==> config.mk <==
export PLATFORM = sky130hd
export DESIGN_NAME = bgr_to_gray
export DESIGN_NICKNAME = d
export VERILOG_FILES = /design/src/rtl/bgr_to_gray_pkg.sv /design/src/rtl/bgr_to_gray_luma.sv /design/src/rtl/bgr_to_gray.sv
export SDC_FILE = /design/constraint.sdc
export NUM_CORES = 1
export LEC_CHECK = 0
export CORE_MARGIN = 3
export CORE_UTILIZATION = 29
export CTS_CLUSTER_SIZE = 28
export DETAILED_ROUTE_END_ITERATION = 8
export PLACE_DENSITY = 0.58
export SYNTH_ARGS = -nofsm -noshare
export SYNTH_HDL_FRONTEND = slang
export SYNTH_SLANG_ARGS = --single-unit
==> constraint.sdc <==
create_clock -name clk -period 10.7 [get_ports clk]
set_clock_uncertainty 0.15 [all_clocks]
set_input_delay 2.14 -clock clk [delete_from_list [all_inputs] [get_ports clk]]
set_output_delay 2.14 -clock clk [all_outputs]
set_load 0.02 [all_outputs]
==> src/rtl/bgr_to_gray_pkg.sv <==
// Shared constants and FSM encoding for the BMP colour-to-grayscale converter.
package bmp_pkg;

  localparam int BYTE_WIDTH     = 8;
  localparam int ADDR_WIDTH     = 20;
  localparam int BMP_TOTAL_SIZE = 786486;
  localparam int HEADER_SIZE    = 54;

  localparam int LUMA_R = 77;
  localparam int LUMA_G = 150;
  localparam int LUMA_B = 29;

  typedef enum logic [2:0] {
    IDLE,
    HDR,
    RD,
    CALC,
    WR,
    DONE
  } state_e;

endpackage

==> src/rtl/bgr_to_gray_luma.sv <==
// Combinational luma: gray = (77*R + 150*G + 29*B) >> 8, truncated, no rounding.
module gray_luma import bmp_pkg::*; #(
  parameter int BYTE_WIDTH = bmp_pkg::BYTE_WIDTH
) (
  input  logic [BYTE_WIDTH-1:0] b_i,
  input  logic [BYTE_WIDTH-1:0] g_i,
  input  logic [BYTE_WIDTH-1:0] r_i,
  output logic [BYTE_WIDTH-1:0] gray_o
);

  localparam int AccW = 2 * BYTE_WIDTH;

  logic [AccW-1:0] acc;

  // Coefficients sum to 256, so the accumulator cannot overflow.
  always_comb begin
    acc = AccW'(LUMA_R) * AccW'(r_i)
        + AccW'(LUMA_G) * AccW'(g_i)
        + AccW'(LUMA_B) * AccW'(b_i);
  end

  assign gray_o = acc[AccW-1:BYTE_WIDTH];

endmodule

==> src/rtl/bgr_to_gray.sv <==
// Streams a 24-bit BMP from ROM to RAM: header copied verbatim, each BGR pixel
// replaced by three copies of its luma. RAM addresses are source address + 1.
module bgr_to_gray import bmp_pkg::*; #(
  parameter int BYTE_WIDTH     = bmp_pkg::BYTE_WIDTH,
  parameter int ADDR_WIDTH     = bmp_pkg::ADDR_WIDTH,
  parameter int BMP_TOTAL_SIZE = bmp_pkg::BMP_TOTAL_SIZE,
  parameter int HEADER_SIZE    = bmp_pkg::HEADER_SIZE
) (
  input  logic                  clk,
  input  logic                  rst_n,
  input  logic                  in_valid,
  input  logic [BYTE_WIDTH-1:0] ROM_Q,
  output logic                  ROM_valid,
  output logic [ADDR_WIDTH-1:0] ROM_addr,
  output logic                  RAM_valid,
  output logic [BYTE_WIDTH-1:0] RAM_D,
  output logic [ADDR_WIDTH-1:0] RAM_addr,
  output logic                  done
);

  localparam logic [ADDR_WIDTH-1:0] AddrOne     = ADDR_WIDTH'(1);
  localparam logic [ADDR_WIDTH-1:0] LastHdrAddr = ADDR_WIDTH'(HEADER_SIZE - 1);
  localparam logic [ADDR_WIDTH-1:0] LastAddr    = ADDR_WIDTH'(BMP_TOTAL_SIZE);

  state_e                state_q, state_d;
  logic                  romValid_q, romValid_d;
  logic [ADDR_WIDTH-1:0] romAddr_q, romAddr_d;
  logic                  ramValid_q, ramValid_d;
  logic [ADDR_WIDTH-1:0] ramAddr_q, ramAddr_d;
  logic                  hdrWr_q, hdrWr_d;
  logic                  done_q, done_d;
  logic [1:0]            phase_q, phase_d;
  logic [BYTE_WIDTH-1:0] bByte_q, bByte_d;
  logic [BYTE_WIDTH-1:0] gByte_q, gByte_d;
  logic [BYTE_WIDTH-1:0] gray_q, gray_d;
  logic [BYTE_WIDTH-1:0] lumaGray;

  // R is not registered: it is on ROM_Q during CALC and feeds the luma directly.
  gray_luma #(.BYTE_WIDTH(BYTE_WIDTH)) u_luma (
    .b_i    (bByte_q),
    .g_i    (gByte_q),
    .r_i    (ROM_Q),
    .gray_o (lumaGray)
  );

  always_ff @(posedge clk) begin
    if (!rst_n) begin
      state_q    <= IDLE;
      romValid_q <= 1'b0;
      romAddr_q  <= '0;
      ramValid_q <= 1'b0;
      ramAddr_q  <= '0;
      hdrWr_q    <= 1'b0;
      done_q     <= 1'b0;
      phase_q    <= '0;
      bByte_q    <= '0;
      gByte_q    <= '0;
      gray_q     <= '0;
    end else begin
      state_q    <= state_d;
      romValid_q <= romValid_d;
      romAddr_q  <= romAddr_d;
      ramValid_q <= ramValid_d;
      ramAddr_q  <= ramAddr_d;
      hdrWr_q    <= hdrWr_d;
      done_q     <= done_d;
      phase_q    <= phase_d;
      bByte_q    <= bByte_d;
      gByte_q    <= gByte_d;
      gray_q     <= gray_d;
    end
  end

  always_comb begin
    state_d    = state_q;
    romValid_d = 1'b0;
    romAddr_d  = romAddr_q;
    ramValid_d = 1'b0;
    ramAddr_d  = ramAddr_q;
    hdrWr_d    = 1'b0;
    done_d     = done_q;
    phase_d    = phase_q;
    bByte_d    = bByte_q;
    gByte_d    = gByte_q;
    gray_d     = gray_q;

    unique case (state_q)
      IDLE: begin
        if (in_valid) begin
          state_d    = HDR;
          romValid_d = 1'b1;
          romAddr_d  = '0;
          ramAddr_d  = '0;
        end
      end

      // Each request is written back one cycle later; the trailing write
      // cycle (no request) hands over to the pixel loop.
      HDR: begin
        ramValid_d = romValid_q;
        hdrWr_d    = romValid_q;
        if (romValid_q) begin
          ramAddr_d  = romAddr_q + AddrOne;
          romAddr_d  = romAddr_q + AddrOne;
          romValid_d = (romAddr_q != LastHdrAddr);
        end else begin
          state_d    = RD;
          romValid_d = 1'b1;
          phase_d    = '0;
        end
      end

      RD: begin
        romAddr_d = romAddr_q + AddrOne;
        unique case (phase_q)
          2'd0: begin
            romValid_d = 1'b1;
            phase_d    = 2'd1;
          end
          2'd1: begin
            romValid_d = 1'b1;
            phase_d    = 2'd2;
            bByte_d    = ROM_Q;
          end
          default: begin
            gByte_d = ROM_Q;
            phase_d = '0;
            state_d = CALC;
          end
        endcase
      end

      CALC: begin
        gray_d     = lumaGray;
        ramValid_d = 1'b1;
        ramAddr_d  = ramAddr_q + AddrOne;
        state_d    = WR;
      end

      WR: begin
        if (phase_q != 2'd2) begin
          ramValid_d = 1'b1;
          ramAddr_d  = ramAddr_q + AddrOne;
          phase_d    = phase_q + 2'd1;
        end else begin
          phase_d = '0;
          if (ramAddr_q == LastAddr) begin
            state_d = DONE;
            done_d  = 1'b1;
          end else begin
            state_d    = RD;
            romValid_d = 1'b1;
          end
        end
      end

      DONE: done_d = 1'b1;

      default: state_d = IDLE;
    endcase
  end

  assign ROM_valid = romValid_q;
  assign ROM_addr  = romAddr_q;
  assign RAM_valid = ramValid_q;
  assign RAM_addr  = ramAddr_q;
  assign done      = done_q;
  assign RAM_D     = !ramValid_q ? '0 : (hdrWr_q ? ROM_Q : gray_q);

endmodule

# [Yosys cells after proc, flatten, opt, wreduce, memory -nomap -nowiden]
# Index checks and enable logic that the tools add are counted.
# Widths: inputs -> output; s select.
[word_totals] register_bits=73 out_inout_bits=51
[classes] add_sub_neg=5 n_mul=3 n_eq_ne=16 mux=28 bitwise_logic=2 n_reduce_logical=15
[ops] cell="$pmux 20 s4" count=1
[ops] cell="$mux 20" count=3
[ops] cell="$pmux 20 s3" count=1
[ops] cell="$add 20x1->20 const B" count=2
[ops] cell="$mul 7x8->15 const A" count=2
[ops] cell="$eq 20x20->1 const B" count=1
[ops] cell="$ne 20x6->1 const B" count=1
[ops] cell="$pmux 3 s6" count=1
[ops] cell="$add 15x16->16" count=1
[ops] cell="$add 16x13->16" count=1
[ops] cell="$mux 8" count=2
[ops] cell="$ne 2x2->1 const B" count=8
[ops] cell="$mux 3" count=5
[ops] cell="$mul 5x8->13 const A" count=1
[ops] cell="$mux 1" count=8
[ops] cell="$reduce_and 2->1" count=4
[ops] cell="$eq 3x2->1 const B" count=2
[ops] cell="$eq 3x3->1 const B" count=2
[ops] cell="$pmux 2 s3" count=1
[ops] cell="$reduce_and 3->1" count=2
[ops] cell="$reduce_bool 3->1" count=2
[ops] cell="$reduce_and 5->1" count=1
[ops] cell="$mux 2" count=2
[ops] cell="$pmux 1 s4" count=1
[ops] cell="other kinds (13)" count=14

# [Depth between registers and ports, before layout]
[depth] word_depth=4 mapped_depth=25 depth_no_buf=25

# [By module]
# A second synthesis with hierarchy kept.
[hier_totals] hier_cells=853 hier_area_um2=7290.7
[by_module_without_submodules] module="bgr_to_gray" instances=1 cells_each=538 area_per_inst_um2=4225.3 seq_area_each_um2=1461.4
[by_module_without_submodules] module="gray_luma" instances=1 cells_each=315 area_per_inst_um2=3065.4 seq_area_each_um2=0.0

# [Least setup slack after synthesis]
# Ideal clock, no wire load.
[synth_timing] kind="in2reg" startpoint="input ROM_Q[1]" endpoint="register gray_q[4]" setup_time_ns=0.122 arrival_ns=6.021 path_slack_ns=4.407 stages=15 path_buffers=0 cell_sequence="ha_1 > fa_1 > fa_1 > inv_1 > fa_1 > fa_1 > inv_1 > ha_1 > a21oi_1 > a21oi_1 > a211oi_2 > a21oi_1 > or3_1 > nand3_1 > a21boi_0"
[synth_between] elab_chain_len=3
[synth_lines] item="start, declared" line="bgr_to_gray.sv:12" text="input logic [BYTE_WIDTH-1:0] ROM_Q,"
[synth_lines] item="$mul 7x8->15" line="bgr_to_gray_luma.sv:17" text="acc = AccW'(LUMA_R) * AccW'(r_i)"
[synth_lines] item="$add 15x16->16" line="bgr_to_gray_luma.sv:18" text="+ AccW'(LUMA_G) * AccW'(g_i)"
[synth_lines] item="$add 16x13->16" line="bgr_to_gray_luma.sv:19" text="+ AccW'(LUMA_B) * AccW'(b_i);"
[synth_lines] item="end signal, assigned" line="bgr_to_gray.sv:70" text="gray_q <= gray_d;"
[synth_lines] item="end, declared" line="bgr_to_gray.sv:35" text="logic [BYTE_WIDTH-1:0] gray_q, gray_d;"
# Every way passes these cells.
# A chain may end at the register's enable or synchronous reset.

# [Worst setup path in the final report]
# Same ends and word-level chain as after synthesis.

==> metrics.md <==
| Metric | Value |
|---|---|
| Post-synthesis sequential area ratio | 0.200 |
| Worst hold start | done$_SDFFE_PN0P_ |
| Required time reported for the critical path endpoint | about 11 ns |
| Die Span X | 165 um |
| Iteration-0 DRC count of the detailed router | roughly 300 |
| Reg-to-reg critical path startpoint | gByte_q[4]$_SDFFE_PN0P_ |
| Detail-routed via count per cell | 4.91 |
| Number of instances on the worst hold path | 1 |
| Detail Route Antenna Nets | 0 |
| Main combinational cell family by area after synthesis | adder cells |
| Slowest cell on the critical path | sky130_fd_sc_hd__clkdlybuf4s50_1 |
| Portion of netlist area occupied by mux cells | 0.0328 |
| Dpl ws | 3.40 ns |
| Biggest fanout along the worst timing path | 7 |
| Grt total ovfl | 0 |
| Unrepaired setup endpoints after global routing | no |
| Number of buffers added to fix hold violations after cts | 0 |
| Highest clock frequency the design can meet | between 0.1 and 0.15 GHz |
| GRT Util Overall | 0.144 |
| Diode count | 0 |
| Total power density per cell area | 118 mW/mm2 |
| Number of slew-limit violations in the final report | 0 |
| Number of synthesized flops with an enable pin | 0 |
| Number of global-route vias before repair | about 6000 |
| Drt wl/cell | 15.3 um |
| Netlist area before placement | 0.00732 mm2 |
| Dominant cell type by count on the critical path | sky130_fd_sc_hd__fa_1 |
| Max VDD drop | 0.0000816 V |
| Post-synthesis share of cell area spent on xor and xnor gates | 0.0395 |
| I/O pin cnt | 62 |
| Cell types occupying the most area after synthesis | sky130_fd_sc_hd__dfxtp_1, sky130_fd_sc_hd__fa_1, sky130_fd_sc_hd__ha_1 |
| Top-area cell type share of the netlist area | 0.200 |
| Reg2Reg Setup Slack | 3.77 ns |
| Data arrival time of the critical path | 7.04 ns |
| Largest incremental delay on the critical path | 0.68 ns |
| Adder and majority gate portion of the synthesized area | 0.301 |
| Final net count | roughly 1000 |
| Buffer cell driving the clock tree root | sky130_fd_sc_hd__clkbuf_16 |
| Worst Setup Slack, final | 3.73 ns |
| Critical path, cell by cell | clkdlybuf4s50_1 > ha_1 > fa_1 > fa_1 > inv_1 > fa_1 > fa_1 > inv_1 > ha_1 > a21oi_1 > a21oi_1 > a211oi_2 > a21oi_1 > or3_1 > nand3_1 > a21boi_0 |
| End of the worst register-to-register path | gray_q[4]$_SDFFE_PN0N_ |
| Number of flip-flops and latches in the synthesized netlist | 73 |
| Transition time at the pin with the least slew margin | approximately 1.2 ns |
| Clock insertion delay at the later pin of the skew report | 0.35 ns |
| Largest area contributor in the synthesized netlist | sky130_fd_sc_hd__dfxtp_1 |
| Wire length of the first global-routing pass | 30800 um |
| Initial standard-cell utilization of the core | 0.298 |
| Unique masters post-synth | 69 |
| LEAKAGE | around 3.7 nW |
| Cells after synthesis | 855 |
| Clock tree from TritonCTS | yes |
| DP Wirelength | 14000 um |
| Crit Path Class | primary input to register |
| Number of cells on the worst reg-to-reg path | 24 |
| Routed wire length | 18700 um |
| Tightest slew margin relative to the limit | 0.208 |
| CTS clock-pin slew for the worst setup and hold paths | ~0.060 ns |
| Floorplan die area | 0.0272 mm2 |
| Post-Synthesis Net Count | about 1000 |
| Final-layout setup total negative slack | 0 ns |
| Critical path endpoint category | register |
| Setup crit start kind | primary input |
| Final core area utilization | 0.345 |
| Final-report hold violation count | 0 |
| Endpoints failing setup | 0 |
| Count of yosys warnings during synthesis | 0 |
| DRC | 0 |
| Class of the worst hold path | register to register |
| Detailed-routing iteration count for the pre-antenna-repair pass | 5 |
| Post-Synthesis Mean Instance Area | 8.56 um2 |
| Max-cap violations | 0 |
| Simple-gate share of the synthesized area | 0.194 |
| CTS sink count | 73 |
| Row cnt | 57 |
| Detailed-route via count | between 5000 and 6000 |
| Synthesized-area fraction occupied by ao, oa, aoi and oai cells | 0.155 |
| Routability-driven placement congestion ratio | a little over 0.8 |
| Vert. Die Dim | 165 um |
| H-tree depth | 3 |
| Share of post-route cells with drive strength above 1 | 0.0424 |
| Post-cts gate resize count | 0 |
| # port buffers | 61 |
| Syn-to-layout area delta | 15.8% |
| Run status | completed |
| Share of synthesized flip-flops with an asynchronous set or reset | 0 |
| Setup bufs post-CTS | 0 |
| Number of antenna violations at the first check in global routing | 1 |
| Tcrit/Tclk final | 0.651 |
| Core footprint | between 0.02 and 0.025 mm2 |
| Hold endpoint | done$_SDFFE_PN0P_ |
| Clock buffers created by TritonCTS | 9 |
| Maximum number of pins on one net before global-route repair | 78 |
| Clock period minus final worst setup slack | 6.97 ns |
| Sum of internal, switching and leakage power | 998 uW |
| Buffer levels on the longest clock path | 2 |
| Primary flip-flop cell chosen by synthesis mapping | sky130_fd_sc_hd__dfxtp_1 |
-- registers in the layout (all words and copies together), names as in the netlist, 2 cells and up --
| register | count |
|---|---|
| bByte_q | 8 |
| gray_q | 8 |
| ROM_addr | 20 |
| gByte_q | 8 |
| phase_q | 2 |
| RAM_addr | 20 |
| state_q | 3 |
-- worst max-delay path: cells and delay by family --
kind	cells	cell delay, ns
simple gates	2	0.42
buf+inv	3	0.77
compound gates	5	1.01
fa+ha+maj	6	2.70
-- metrics by stage --
stage / std cells / area (um2) / hold WS [ns]
floorplan: 855 / 7320 / 0.290
global placement: 1205 / 8160 / 0.316
detailed placement: 1205 / 8160 / 0.311
CTS: 1221 / 8480 / 0.326
global route: 1221 / 8480 / 0.345
finish: 1221 / 8480 / 0.316
-- metal layers --
layer,global-route usage,up-vias,part of all wire
met5,0,-,0
met4,0.0404,0,0.023
met3,0.0273,22,0.041
met2,0.245,134,0.48
met1,0.186,2840,0.46
li1,-,2995,-
-- cell usage in the layout, fill, tap and decap left out, types with 3 or more instances in the layout --
cell type	instances
sky130_fd_sc_hd__a21boi_0	6
sky130_fd_sc_hd__a21boi_1	7
sky130_fd_sc_hd__a21o_1	8
sky130_fd_sc_hd__a21oi_1	47
sky130_fd_sc_hd__a22oi_1	8
sky130_fd_sc_hd__a31oi_1	7
sky130_fd_sc_hd__and2_1	10
sky130_fd_sc_hd__and3_1	9
sky130_fd_sc_hd__buf_4	4
sky130_fd_sc_hd__clkbuf_16	9
sky130_fd_sc_hd__clkdlybuf4s50_1	60
sky130_fd_sc_hd__dfxtp_1	73
sky130_fd_sc_hd__fa_1	55
sky130_fd_sc_hd__ha_1	88
sky130_fd_sc_hd__inv_1	99
sky130_fd_sc_hd__mux2i_1	24
sky130_fd_sc_hd__nand2_1	73
sky130_fd_sc_hd__nand2b_1	5
sky130_fd_sc_hd__nand3_1	22
sky130_fd_sc_hd__nand4_1	7
sky130_fd_sc_hd__nor2_1	39
sky130_fd_sc_hd__nor2b_1	46
sky130_fd_sc_hd__nor3_1	18
sky130_fd_sc_hd__nor3b_1	4
sky130_fd_sc_hd__nor4_1	9
sky130_fd_sc_hd__o211a_1	3
sky130_fd_sc_hd__o21a_1	8
sky130_fd_sc_hd__o21ai_0	48
sky130_fd_sc_hd__o21ai_1	5
sky130_fd_sc_hd__o22ai_1	3
sky130_fd_sc_hd__o31ai_1	3
sky130_fd_sc_hd__o32ai_1	8
sky130_fd_sc_hd__or3_1	4
sky130_fd_sc_hd__xnor2_1	16
sky130_fd_sc_hd__xor2_1	17
-- cell families (layout without fill, tap and decap cells) --
kind of cell             count (synthesis)  count (layout)
AO/OA/AOI/OAI                          178             178
buffers and inverters                  138             180
flip-flops                              73              73
multiplexers                            24              24
adder cells (fa/ha/maj)                143             143
AND/OR/NAND/NOR                        266             266
XOR/XNOR                                33              33
-- how the worst max path moves through the flow --
| stage | startpoint | endpoint | slack [ns] | cells past startpoint |
|---|---|---|---|---|
| 2_1_floorplan | ROM_Q[1] | gray_q[4]$_SDFFE_PN0N_ | 4.41 | 15 |
| 3_3_place_gp | ROM_Q[1] | gray_q[4]$_SDFFE_PN0N_ | 3.46 | 16 |
| 3_5_place_dp | ROM_Q[1] | gray_q[4]$_SDFFE_PN0N_ | 3.40 | 16 |
| 4_1_cts | gByte_q[4]$_SDFFE_PN0P_ | gray_q[4]$_SDFFE_PN0N_ | 3.75 | 24 |
| 5_1_grt | gByte_q[4]$_SDFFE_PN0P_ | gray_q[4]$_SDFFE_PN0N_ | 3.34 | 24 |
| 6_report | ROM_Q[1] | gray_q[4]$_SDFFE_PN0N_ | 3.73 | 16 |
-- power by group --
part           switching, mW  leakage, nW  internal [mW]  total, mW
logic                  0.217         2.92          0.143      0.359
registers             0.0298        0.589          0.283      0.313
clock network          0.130        0.153          0.195      0.325
total                  0.377         3.66          0.621      0.998
-- cell usage after synthesis (all sizes together), types with 9 or more instances --
cell type / number
clkbuf: 15
and2: 12
fa: 55
and3: 9
ha: 88
dfxtp: 73
xnor2: 16
nand2: 73
buf: 23
nor2b: 46
o21ai: 53
xor2: 17
nor3: 20
inv: 99
mux2i: 24
nor4: 10
a21oi: 48
a21boi: 13
nor2: 40
nand3: 22
-- cell type report --
class	count	area, um2
clock buffers	11	253
clock inverters	5	60.1
fillers	2569	16100
inverters	99	372
multi-input cells	644	5290
flip-flops and latches	73	1460
well taps	324	405
repair buffers	65	636
Power figures use the tool's default switching activity.
